File: config.mk
export PLATFORM = sky130hd
export DESIGN_NAME = wb_stream_reader
export DESIGN_NICKNAME = d
export VERILOG_FILES = /design/src/rtl/wb_streamer_pkg.sv /design/src/rtl/stream_fifo_fwft.sv /design/src/rtl/wb_stream_reader.sv
export SDC_FILE = /design/constraint.sdc
export NUM_CORES = 2
export LEC_CHECK = 0
export BUFFER_PORTS_ARGS = -buffer_cell sky130_fd_sc_hd__clkbuf_2
export CELL_PAD_IN_SITES_DETAIL_PLACEMENT = 2
export CELL_PAD_IN_SITES_GLOBAL_PLACEMENT = 2
export CORE_MARGIN = 1.5
export CORE_UTILIZATION = 50
export CTS_CLUSTER_DIAMETER = 150
export DETAILED_ROUTE_END_ITERATION = 8
export PLACE_DENSITY_LB_ADDON = 0.1
export SLEW_MARGIN = 20
export SYNTH_ARGS = -nofsm -noshare
export SYNTH_HDL_FRONTEND = slang
export SYNTH_SLANG_ARGS = --single-unit
File: constraint.sdc
create_clock -name clk -period 9.9 [get_ports clk]
set_input_delay 0.99 -clock clk [delete_from_list [all_inputs] [get_ports clk]]
set_output_delay 0.99 -clock clk [all_outputs]
set_load 0.03 [all_outputs]
File: src/rtl/wb_streamer_pkg.sv
// Shared constants for the Wishbone stream DMA blocks: CTI codes, register
// offsets and the burst sequencer state encoding.
package wb_streamer_pkg;

    localparam logic [2:0] CTI_CLASSIC = 3'b000;
    localparam logic [2:0] CTI_INCR    = 3'b010;
    localparam logic [2:0] CTI_EOB     = 3'b111;

    localparam logic [7:0] REG_CTRL       = 8'h00;
    localparam logic [7:0] REG_IRQ_EN     = 8'h04;
    localparam logic [7:0] REG_BUF_SIZE   = 8'h08;
    localparam logic [7:0] REG_BURST_SIZE = 8'h0C;
    localparam logic [7:0] REG_START_ADR  = 8'h10;
    localparam logic [7:0] REG_WORD_CNT   = 8'h14;

    typedef enum logic [1:0] {
        ST_IDLE  = 2'd0,
        ST_WAIT  = 2'd1,
        ST_BURST = 2'd2,
        ST_DONE  = 2'd3
    } state_e;

endpackage

File: src/rtl/stream_fifo_fwft.sv
// First-word-fall-through FIFO: dout shows the head word whenever !empty.
// A push is accepted while full if a pop happens in the same cycle.
module stream_fifo_fwft #(
    parameter int WIDTH = 32,
    parameter int AW    = 5
) (
    input  logic             clk,
    input  logic             rst,
    input  logic             wr_en,
    input  logic [WIDTH-1:0] din,
    output logic             full,
    input  logic             rd_en,
    output logic [WIDTH-1:0] dout,
    output logic             empty,
    output logic [AW:0]      count
);
    localparam int DEPTH = 2**AW;

    logic [WIDTH-1:0] mem_q [DEPTH];
    logic [AW-1:0]    wr_ptr_q;
    logic [AW-1:0]    rd_ptr_q;
    logic [AW:0]      count_q;
    logic             push;
    logic             pop;

    assign full  = count_q[AW];
    assign empty = (count_q == '0);
    assign count = count_q;
    assign dout  = mem_q[rd_ptr_q];
    assign pop   = rd_en && !empty;
    assign push  = wr_en && (!full || rd_en);

    always_ff @(posedge clk) begin
        if (push) begin
            mem_q[wr_ptr_q] <= din;
        end
    end

    always_ff @(posedge clk or negedge rst) begin
        if (!rst) begin
            wr_ptr_q <= '0;
            rd_ptr_q <= '0;
            count_q  <= '0;
        end else begin
            if (push) begin
                wr_ptr_q <= wr_ptr_q + AW'(1);
            end
            if (pop) begin
                rd_ptr_q <= rd_ptr_q + AW'(1);
            end
            case ({push, pop})
                2'b10:   count_q <= count_q + (AW+1)'(1);
                2'b01:   count_q <= count_q - (AW+1)'(1);
                default: count_q <= count_q;
            endcase
        end
    end

endmodule

File: src/rtl/wb_stream_reader.sv
// Stream-to-memory DMA: buffers a valid/ready stream in a FIFO and writes it
// out as Wishbone incrementing bursts to a programmable memory buffer.
//
// state    | meaning
// ---------+------------------------------------------------------------
// ST_IDLE  | not busy, waiting for a start write to CTRL
// ST_WAIT  | waiting until the FIFO holds a whole burst (min(burst, remaining))
// ST_BURST | cyc/stb asserted, one FIFO word written per ack
// ST_DONE  | sets done, returns to idle
module wb_stream_reader
    import wb_streamer_pkg::*;
#(
    parameter int WB_AW         = 32,
    parameter int WB_DW         = 32,
    parameter int FIFO_AW       = 5,
    parameter int MAX_BURST_LEN = 128
) (
    input  logic                 clk,
    input  logic                 rst,
    input  logic [WB_DW-1:0]     stream_s_data_i,
    input  logic                 stream_s_valid_i,
    output logic                 stream_s_ready_o,
    output logic [WB_AW-1:0]     wbm_adr_o,
    output logic [WB_DW-1:0]     wbm_dat_o,
    output logic [WB_DW/8-1:0]   wbm_sel_o,
    output logic                 wbm_we_o,
    output logic                 wbm_cyc_o,
    output logic                 wbm_stb_o,
    output logic [2:0]           wbm_cti_o,
    output logic [1:0]           wbm_bte_o,
    input  logic [WB_DW-1:0]     wbm_dat_i,
    input  logic                 wbm_ack_i,
    input  logic                 wbm_err_i,
    input  logic                 wbm_rty_i,
    input  logic [WB_AW-1:0]     wbs_adr_i,
    input  logic [WB_DW-1:0]     wbs_dat_i,
    input  logic [WB_DW/8-1:0]   wbs_sel_i,
    input  logic                 wbs_we_i,
    input  logic                 wbs_cyc_i,
    input  logic                 wbs_stb_i,
    input  logic [2:0]           wbs_cti_i,
    input  logic [1:0]           wbs_bte_i,
    output logic [WB_DW-1:0]     wbs_dat_o,
    output logic                 wbs_ack_o,
    output logic                 wbs_err_o,
    output logic                 wbs_rty_o,
    output logic                 irq_o
);
    localparam int WSB    = WB_DW / 8;
    localparam int WSB_SH = $clog2(WSB);

    function automatic logic [WB_DW-1:0] clamp_burst(input logic [WB_DW-1:0] v);
        if (v == '0) begin
            return WB_DW'(1);
        end else if (v > WB_DW'(MAX_BURST_LEN)) begin
            return WB_DW'(MAX_BURST_LEN);
        end
        return v;
    endfunction

    state_e           state_q, state_d;
    logic [WB_AW-1:0] adr_q, adr_d;
    logic [WB_DW-1:0] remaining_q, remaining_d;
    logic [WB_DW-1:0] beats_q, beats_d;
    logic [WB_DW-1:0] word_cnt_q, word_cnt_d;
    logic             err_q, err_d;
    logic             done_q, done_d;

    logic             wbs_ack_q;
    logic [WB_DW-1:0] wbs_dat_q;
    logic             irq_en_q;
    logic [WB_DW-1:0] buf_size_q;
    logic [WB_DW-1:0] burst_size_q;
    logic [WB_AW-1:0] start_adr_q;

    logic             wbs_req, wbs_wr, ctrl_wr, start_req, busy, in_burst;
    logic [7:0]       reg_adr;
    logic [WB_DW-1:0] rd_data;
    logic [WB_DW-1:0] burst_len;
    logic [WB_DW-1:0] buf_words;
    logic [WB_DW-1:0] fifo_level;

    logic             fifo_full, fifo_empty, fifo_pop, fifo_push;
    logic [WB_DW-1:0] fifo_dout;
    logic [FIFO_AW:0] fifo_count;

    // Ready also rises in a full cycle that pops, since that pop frees a slot.
    assign stream_s_ready_o = !fifo_full || fifo_pop;
    assign fifo_push        = stream_s_valid_i && stream_s_ready_o;

    stream_fifo_fwft #(
        .WIDTH (WB_DW),
        .AW    (FIFO_AW)
    ) u_fifo (
        .clk   (clk),
        .rst   (rst),
        .wr_en (fifo_push),
        .din   (stream_s_data_i),
        .full  (fifo_full),
        .rd_en (fifo_pop),
        .dout  (fifo_dout),
        .empty (fifo_empty),
        .count (fifo_count)
    );

    assign fifo_level = {{(WB_DW-FIFO_AW-1){1'b0}}, fifo_count};
    assign burst_len  = (burst_size_q < remaining_q) ? burst_size_q : remaining_q;
    assign buf_words  = buf_size_q >> WSB_SH;

    assign wbs_req   = wbs_cyc_i && wbs_stb_i && !wbs_ack_q;
    assign wbs_wr    = wbs_req && wbs_we_i;
    assign reg_adr   = wbs_adr_i[7:0];
    assign busy      = (state_q != ST_IDLE);
    assign ctrl_wr   = wbs_wr && (reg_adr == REG_CTRL);
    assign start_req = ctrl_wr && wbs_dat_i[0] && !busy;

    always_comb begin
        rd_data = '0;
        case (reg_adr)
            REG_CTRL:       rd_data = {{(WB_DW-3){1'b0}}, err_q, done_q, busy};
            REG_IRQ_EN:     rd_data = {{(WB_DW-1){1'b0}}, irq_en_q};
            REG_BUF_SIZE:   rd_data = buf_size_q;
            REG_BURST_SIZE: rd_data = burst_size_q;
            REG_START_ADR:  rd_data = WB_DW'(start_adr_q);
            REG_WORD_CNT:   rd_data = word_cnt_q;
            default:        rd_data = '0;
        endcase
    end

    always_ff @(posedge clk or negedge rst) begin
        if (!rst) begin
            wbs_ack_q    <= 1'b0;
            wbs_dat_q    <= '0;
            irq_en_q     <= 1'b0;
            buf_size_q   <= '0;
            burst_size_q <= WB_DW'(8);
            start_adr_q  <= '0;
        end else begin
            wbs_ack_q <= wbs_req;
            if (wbs_req) begin
                wbs_dat_q <= rd_data;
            end
            if (wbs_wr) begin
                case (reg_adr)
                    REG_IRQ_EN: irq_en_q <= wbs_dat_i[0];
                    REG_BUF_SIZE: if (!busy) buf_size_q <= wbs_dat_i & ~WB_DW'(WSB-1);
                    REG_BURST_SIZE: if (!busy) burst_size_q <= clamp_burst(wbs_dat_i);
                    REG_START_ADR: if (!busy) start_adr_q <= wbs_dat_i[WB_AW-1:0] & ~WB_AW'(WSB-1);
                    default: ;
                endcase
            end
        end
    end

    always_comb begin
        state_d     = state_q;
        adr_d       = adr_q;
        remaining_d = remaining_q;
        beats_d     = beats_q;
        word_cnt_d  = word_cnt_q;
        err_d       = err_q;
        done_d      = done_q;
        fifo_pop    = 1'b0;
        if (ctrl_wr && wbs_dat_i[1]) begin
            done_d = 1'b0;
        end
        case (state_q)
            ST_IDLE: begin
                if (start_req) begin
                    adr_d       = start_adr_q;
                    remaining_d = buf_words;
                    word_cnt_d  = '0;
                    err_d       = 1'b0;
                    state_d     = (buf_words == '0) ? ST_DONE : ST_WAIT;
                end
            end
            ST_WAIT: begin
                if (fifo_level >= burst_len) begin
                    beats_d = burst_len;
                    state_d = ST_BURST;
                end
            end
            ST_BURST: begin
                if (wbm_err_i) begin
                    err_d   = 1'b1;
                    done_d  = 1'b1;
                    state_d = ST_IDLE;
                end else if (wbm_ack_i) begin
                    fifo_pop    = 1'b1;
                    adr_d       = adr_q + WB_AW'(WSB);
                    remaining_d = remaining_q - WB_DW'(1);
                    word_cnt_d  = word_cnt_q + WB_DW'(1);
                    beats_d     = beats_q - WB_DW'(1);
                    if (beats_q == WB_DW'(1)) begin
                        state_d = (remaining_q == WB_DW'(1)) ? ST_DONE : ST_WAIT;
                    end
                end
            end
            ST_DONE: begin
                done_d  = 1'b1;
                state_d = ST_IDLE;
            end
            default: state_d = ST_IDLE;
        endcase
    end

    always_ff @(posedge clk or negedge rst) begin
        if (!rst) begin
            state_q     <= ST_IDLE;
            adr_q       <= '0;
            remaining_q <= '0;
            beats_q     <= '0;
            word_cnt_q  <= '0;
            err_q       <= 1'b0;
            done_q      <= 1'b0;
        end else begin
            state_q     <= state_d;
            adr_q       <= adr_d;
            remaining_q <= remaining_d;
            beats_q     <= beats_d;
            word_cnt_q  <= word_cnt_d;
            err_q       <= err_d;
            done_q      <= done_d;
        end
    end

    assign in_burst  = (state_q == ST_BURST);
    assign wbm_cyc_o = in_burst;
    assign wbm_stb_o = in_burst;
    assign wbm_we_o  = in_burst;
    assign wbm_sel_o = {WSB{in_burst}};
    assign wbm_bte_o = 2'b00;
    assign wbm_adr_o = adr_q;
    assign wbm_dat_o = in_burst ? fifo_dout : '0;
    assign wbm_cti_o = !in_burst ? CTI_CLASSIC :
                       (beats_q == WB_DW'(1)) ? CTI_EOB : CTI_INCR;

    assign wbs_ack_o = wbs_ack_q;
    assign wbs_dat_o = wbs_dat_q;
    assign wbs_err_o = 1'b0;
    assign wbs_rty_o = 1'b0;
    assign irq_o     = done_q && irq_en_q;

    logic unused_inputs;
    assign unused_inputs = &{1'b0, wbs_adr_i[WB_AW-1:8], wbs_sel_i, wbs_cti_i,
                             wbs_bte_i, wbm_dat_i, wbm_rty_i, fifo_empty};

endmodule

==> results of run 1 <==
==> through the flow <==
step | area, um^2 | std cells
global placement | 56630 | 4620
floorplan | 53930 | 3157
==> cell families after synthesis <==
group,Yosys count,share of synthesized area (%)
compound gates,486,5.633
fa+ha+maj,54,1.267
simple gates,609,5.542
xor+xnor,27,0.4387
flops,1296,69.67
mux,426,15.49
buf+inv,253,1.952
other cells,1,0.006956
==> flow_metrics.env, run 1 <==
export IMPL_io_buffer_count=186
export IMPL_synth_most_common_cell="edfxtp_1"
export IMPL_ys_seq_area_share_pct=69.67
export IMPL_gp_congestion=0.8743
export IMPL_ys_warn_count=0
export IMPL_hpwl_um=113300
export IMPL_synth_area_mm2=0.05391
export IMPL_ys_flop_type="edfxtp_1"
export IMPL_lastStage="detailed placement (3_5_place_dp)"
export IMPL_synth_edf_count=1024
export IMPL_synth_largest_area_cell="edfxtp_1"
export IMPL_synth_avg_cell_area_um2=17.10
export IMPL_async_reset_ff_share_pct=20.99
export IMPL_yosys_area_top_type_share_pct=57.04
export IMPL_dieHeight_um=331.4
export IMPL_rows=120
export IMPL_initial_core_util_pct=50.36
export IMPL_io_pins=259
export IMPL_outcome="stopped before the end"
export IMPL_synth_cell_types=75
export IMPL_synth_area_leaders="edfxtp_1, mux4_2, dfrtp_1"
export IMPL_syn_inst=3152
export IMPL_synth_common_cells="edfxtp_1, mux4_2, dfrtp_1, nor2_1, nand2_1"
export IMPL_tool_error="[ERROR DPL-0033] detailed placement checks failed during check placement."
export IMPL_ys_seq_elements=1296
export IMPL_die_w_um=331.4
==> run 2: changes to the inputs <==
- CELL_PAD_IN_SITES_DETAIL_PLACEMENT: 2 -> unset
- CELL_PAD_IN_SITES_GLOBAL_PLACEMENT: 2 -> unset
- CORE_UTILIZATION: 50 -> 40
- CTS_CLUSTER_DIAMETER: 150 -> unset
- PLACE_DENSITY_LB_ADDON: 0.1 -> 0.15
==> run 2 against run 1 <==
Effect of this change: the flow now finishes, with violations (DRC); area after synthesis stayed put; synthesized cell count stayed put.
==> flow_metrics.env, run 2 <==
export IMPL_vias_per_cell=5.881
export IMPL_grt_pass1_wl_um=212900
export IMPL_clockRootBuffer="clkbuf_16"
export IMPL_synth_area_leaders="edfxtp_1, mux4_2, dfrtp_1"
export IMPL_ys_seq_elements=1296
export IMPL_n_fill_cell=11306
export IMPL_outcome="finished with violations"
export IMPL_ys_warn_count=0
export IMPL_top_register="u_fifo.mem_q"
export IMPL_grt_max_degree=165
export IMPL_drt_total_wl_um=144900
export IMPL_drc=38
export IMPL_hpwl_um=83620
export IMPL_io_pins=259
export IMPL_critPathLaunchType="flop"
export IMPL_peakVddDrop_uv=265.2
export IMPL_clkTransAtPathRegs_ns=0.06
export IMPL_synth_cell_types=75
export IMPL_postRouteAntennaNets=0
export IMPL_post_cts_resized=0
export IMPL_power_density_mw_per_mm2=264.6
export IMPL_slew_violations=0
export IMPL_wl_per_cell_um=27.66
export IMPL_met2RoutedLength_um=72520
export IMPL_ys_seq_area_share_pct=69.67
export IMPL_grt_ovfl_total=0
export IMPL_multi_input_area_mm2=0.01560
export IMPL_final_cell_mix="edfxtp_1, mux4_2, dfrtp_1, clkbuf_2, nand2_1"
export IMPL_htree_num_levels=4
export IMPL_min_period_ns=6.121
export IMPL_relSlewSlack_pct=22.62
export IMPL_clock_skew_ns=0.01881
export IMPL_dieHeight_um=370.1
export IMPL_clkSinkCount=1296
export IMPL_drv_cap=0
export IMPL_pre_cts_ws_ns=3.821
export IMPL_finalSetupViolations=0
export IMPL_m1WireLength_um=60790
export IMPL_hold_buffers=0
export IMPL_fin_area_mm2=0.06175
export IMPL_wl_met3_um=7342
export IMPL_cts_tree="yes"
export IMPL_io_buffer_count=186
export IMPL_dp_cells=4983
export IMPL_cts_setup_buffers=0
export IMPL_yosys_area_top_type_share_pct=57.04
export IMPL_hold_viol=0
export IMPL_syn2layout_area_growth_pct=14.54
export IMPL_synth_most_common_cell="edfxtp_1"
export IMPL_critical_path_endpoint_type="flop"
export IMPL_rows=134
export IMPL_async_reset_ff_share_pct=20.99
export IMPL_hold_path_class="primary input to asynchronous set/reset pin"
export IMPL_synth_edf_count=1024
export IMPL_worstPathArrival_ns=6.81
export IMPL_postLayoutSetupSlackWorst_ns=3.779
export IMPL_leakagePower_nw=21.24
export IMPL_drt_iter0_drc=3083
export IMPL_synth_largest_area_cell="edfxtp_1"
export IMPL_grt_pass1_vias=31364
export IMPL_drt_first_pass_iters=8
export IMPL_tns_ns=0
export IMPL_syn_inst=3152
export IMPL_largest_reg_flops=1024
export IMPL_grt_usage_pct=21.29
export IMPL_gp_congestion=0.8700
export IMPL_max_freq_mhz=163.4
export IMPL_grt_setup_unrepaired="no"
export IMPL_drive_above_1_share_pct=26.25
export IMPL_violations="DRC"
export IMPL_initial_core_util_pct=40.34
export IMPL_post_route_period_util_pct=61.82
export IMPL_core_area_mm2=0.1336
export IMPL_final_common_cell="edfxtp_1"
export IMPL_worstMarginPinSlew_ns=1.161
export IMPL_synth_avg_cell_area_um2=17.10
export IMPL_synth_area_mm2=0.05391
export IMPL_top_layer_used="met5"
export IMPL_fp_dieArea_mm2=0.1370
export IMPL_die_w_um=370.1
export IMPL_antenna_found_initial=4
export IMPL_clock_latency_ns=0.78
export IMPL_numCtsBuffers=144
export IMPL_cts_max_path_buffers=3
export IMPL_worst_path_max_fanout=32
export IMPL_path_class="flop to flop"
export IMPL_fin_cells=5239
export IMPL_place_area_mm2=0.05709
export IMPL_num_vias=30812
export IMPL_ys_flop_type="edfxtp_1"
export IMPL_synth_common_cells="edfxtp_1, mux4_2, dfrtp_1, nor2_1, nand2_1"
export IMPL_required_ns=10.59
export IMPL_final_nets=3561
export IMPL_regArea_mm2=0.03757
-- run 2: cell counts after synthesis --
No cell type changed its count.
-- run 2: final cells by class --
| class | instances | share of cell area [%] |
|---|---|---|
| Clock inverter | 76 | 1.305 |
| Tap cell | 1768 | 3.583 |
| Antenna cell | 1 | 0.004053 |
| Timing Repair Buffer | 250 | 2.407 |
| Clock buffer | 179 | 6.215 |
| Inverter | 61 | 0.3729 |
| Sequential cell | 1296 | 60.85 |
| Multi-Input combinational cell | 1608 | 25.26 |
-- run 2: logic make-up after synthesis --
kind of cell | after synthesis | synth area share (%)
AND/OR/NAND/NOR | 609 | 5.542
flip-flops | 1296 | 69.67
adder cells (fa/ha/maj) | 54 | 1.267
XOR/XNOR | 27 | 0.4387
multiplexers | 426 | 15.49
buffers and inverters | 253 | 1.952
AO/OA/AOI/OAI | 486 | 5.633
other | 1 | 0.006956
-- run 2: metrics by stage --
stage / hold slack (ns) / total power, W / utilization, %
after floorplan: 0.4383 / 0.009854 / -
after global placement: 0.4540 / 0.01116 / 42.70
after detailed placement: 0.4661 / 0.01125 / 42.72
after CTS: 0.1421 / 0.01652 / 46.20
after global routing: 0.1812 / 0.01706 / 46.21
final: 0.1506 / 0.01634 / 46.21
-- run 2: worst max-delay path, cell delays in order (launching register included) --
cell      delay, ns
dfrtp_1        0.37
inv_1          0.10
ha_1           0.34
a21oi_1        0.15
a21boi_0       0.09
o21ai_0        0.17
nand4_1        0.51
nor2_1         0.95
mux2_2         0.45
ha_1           0.28
nor2b_1        0.04
o21ai_0        0.15
a21oi_1        0.09
o21a_1         0.21
nor4_1         0.36
a211o_2        0.54
and2_1         0.93
mux2i_1        0.27
-- run 2: report_power, final --
| group | switching [W] | internal (W) | total (W) |
|---|---|---|---|
| sequential | 0.000446 | 0.00630 | 0.00674 |
| clock | 0.00221 | 0.00304 | 0.00525 |
| combinational | 0.00246 | 0.00189 | 0.00435 |
-- run 2: worst paths after layout --
check,startpoint,end,slack [ns],depth (start not counted)
max in group asynchronous,rst,word_cnt_q[8],7.51,3
worst max register to register,remaining_q[22],beats_q[1],3.78,17
min in group clk,wbs_dat_o[7],wbs_dat_o[7],0.47,1
worst min-delay path,rst,u_fifo.count[3],0.15,1
worst min register to register,wbs_dat_o[7],wbs_dat_o[7],0.47,1
worst max-delay path,remaining_q[22],beats_q[1],3.78,17
-- run 2: metal layers --
| layer | vias to the layer above | global-route usage (%) |
|---|---|---|
| met1 | 16396 | 28.39 |
| met5 | - | 0 |
| li1 | 13080 | - |
| met4 | 8 | 6.849 |
| met3 | 264 | 3.453 |
| met2 | 1064 | 35.68 |
Note: power is estimated with default switching activity, not from simulation.
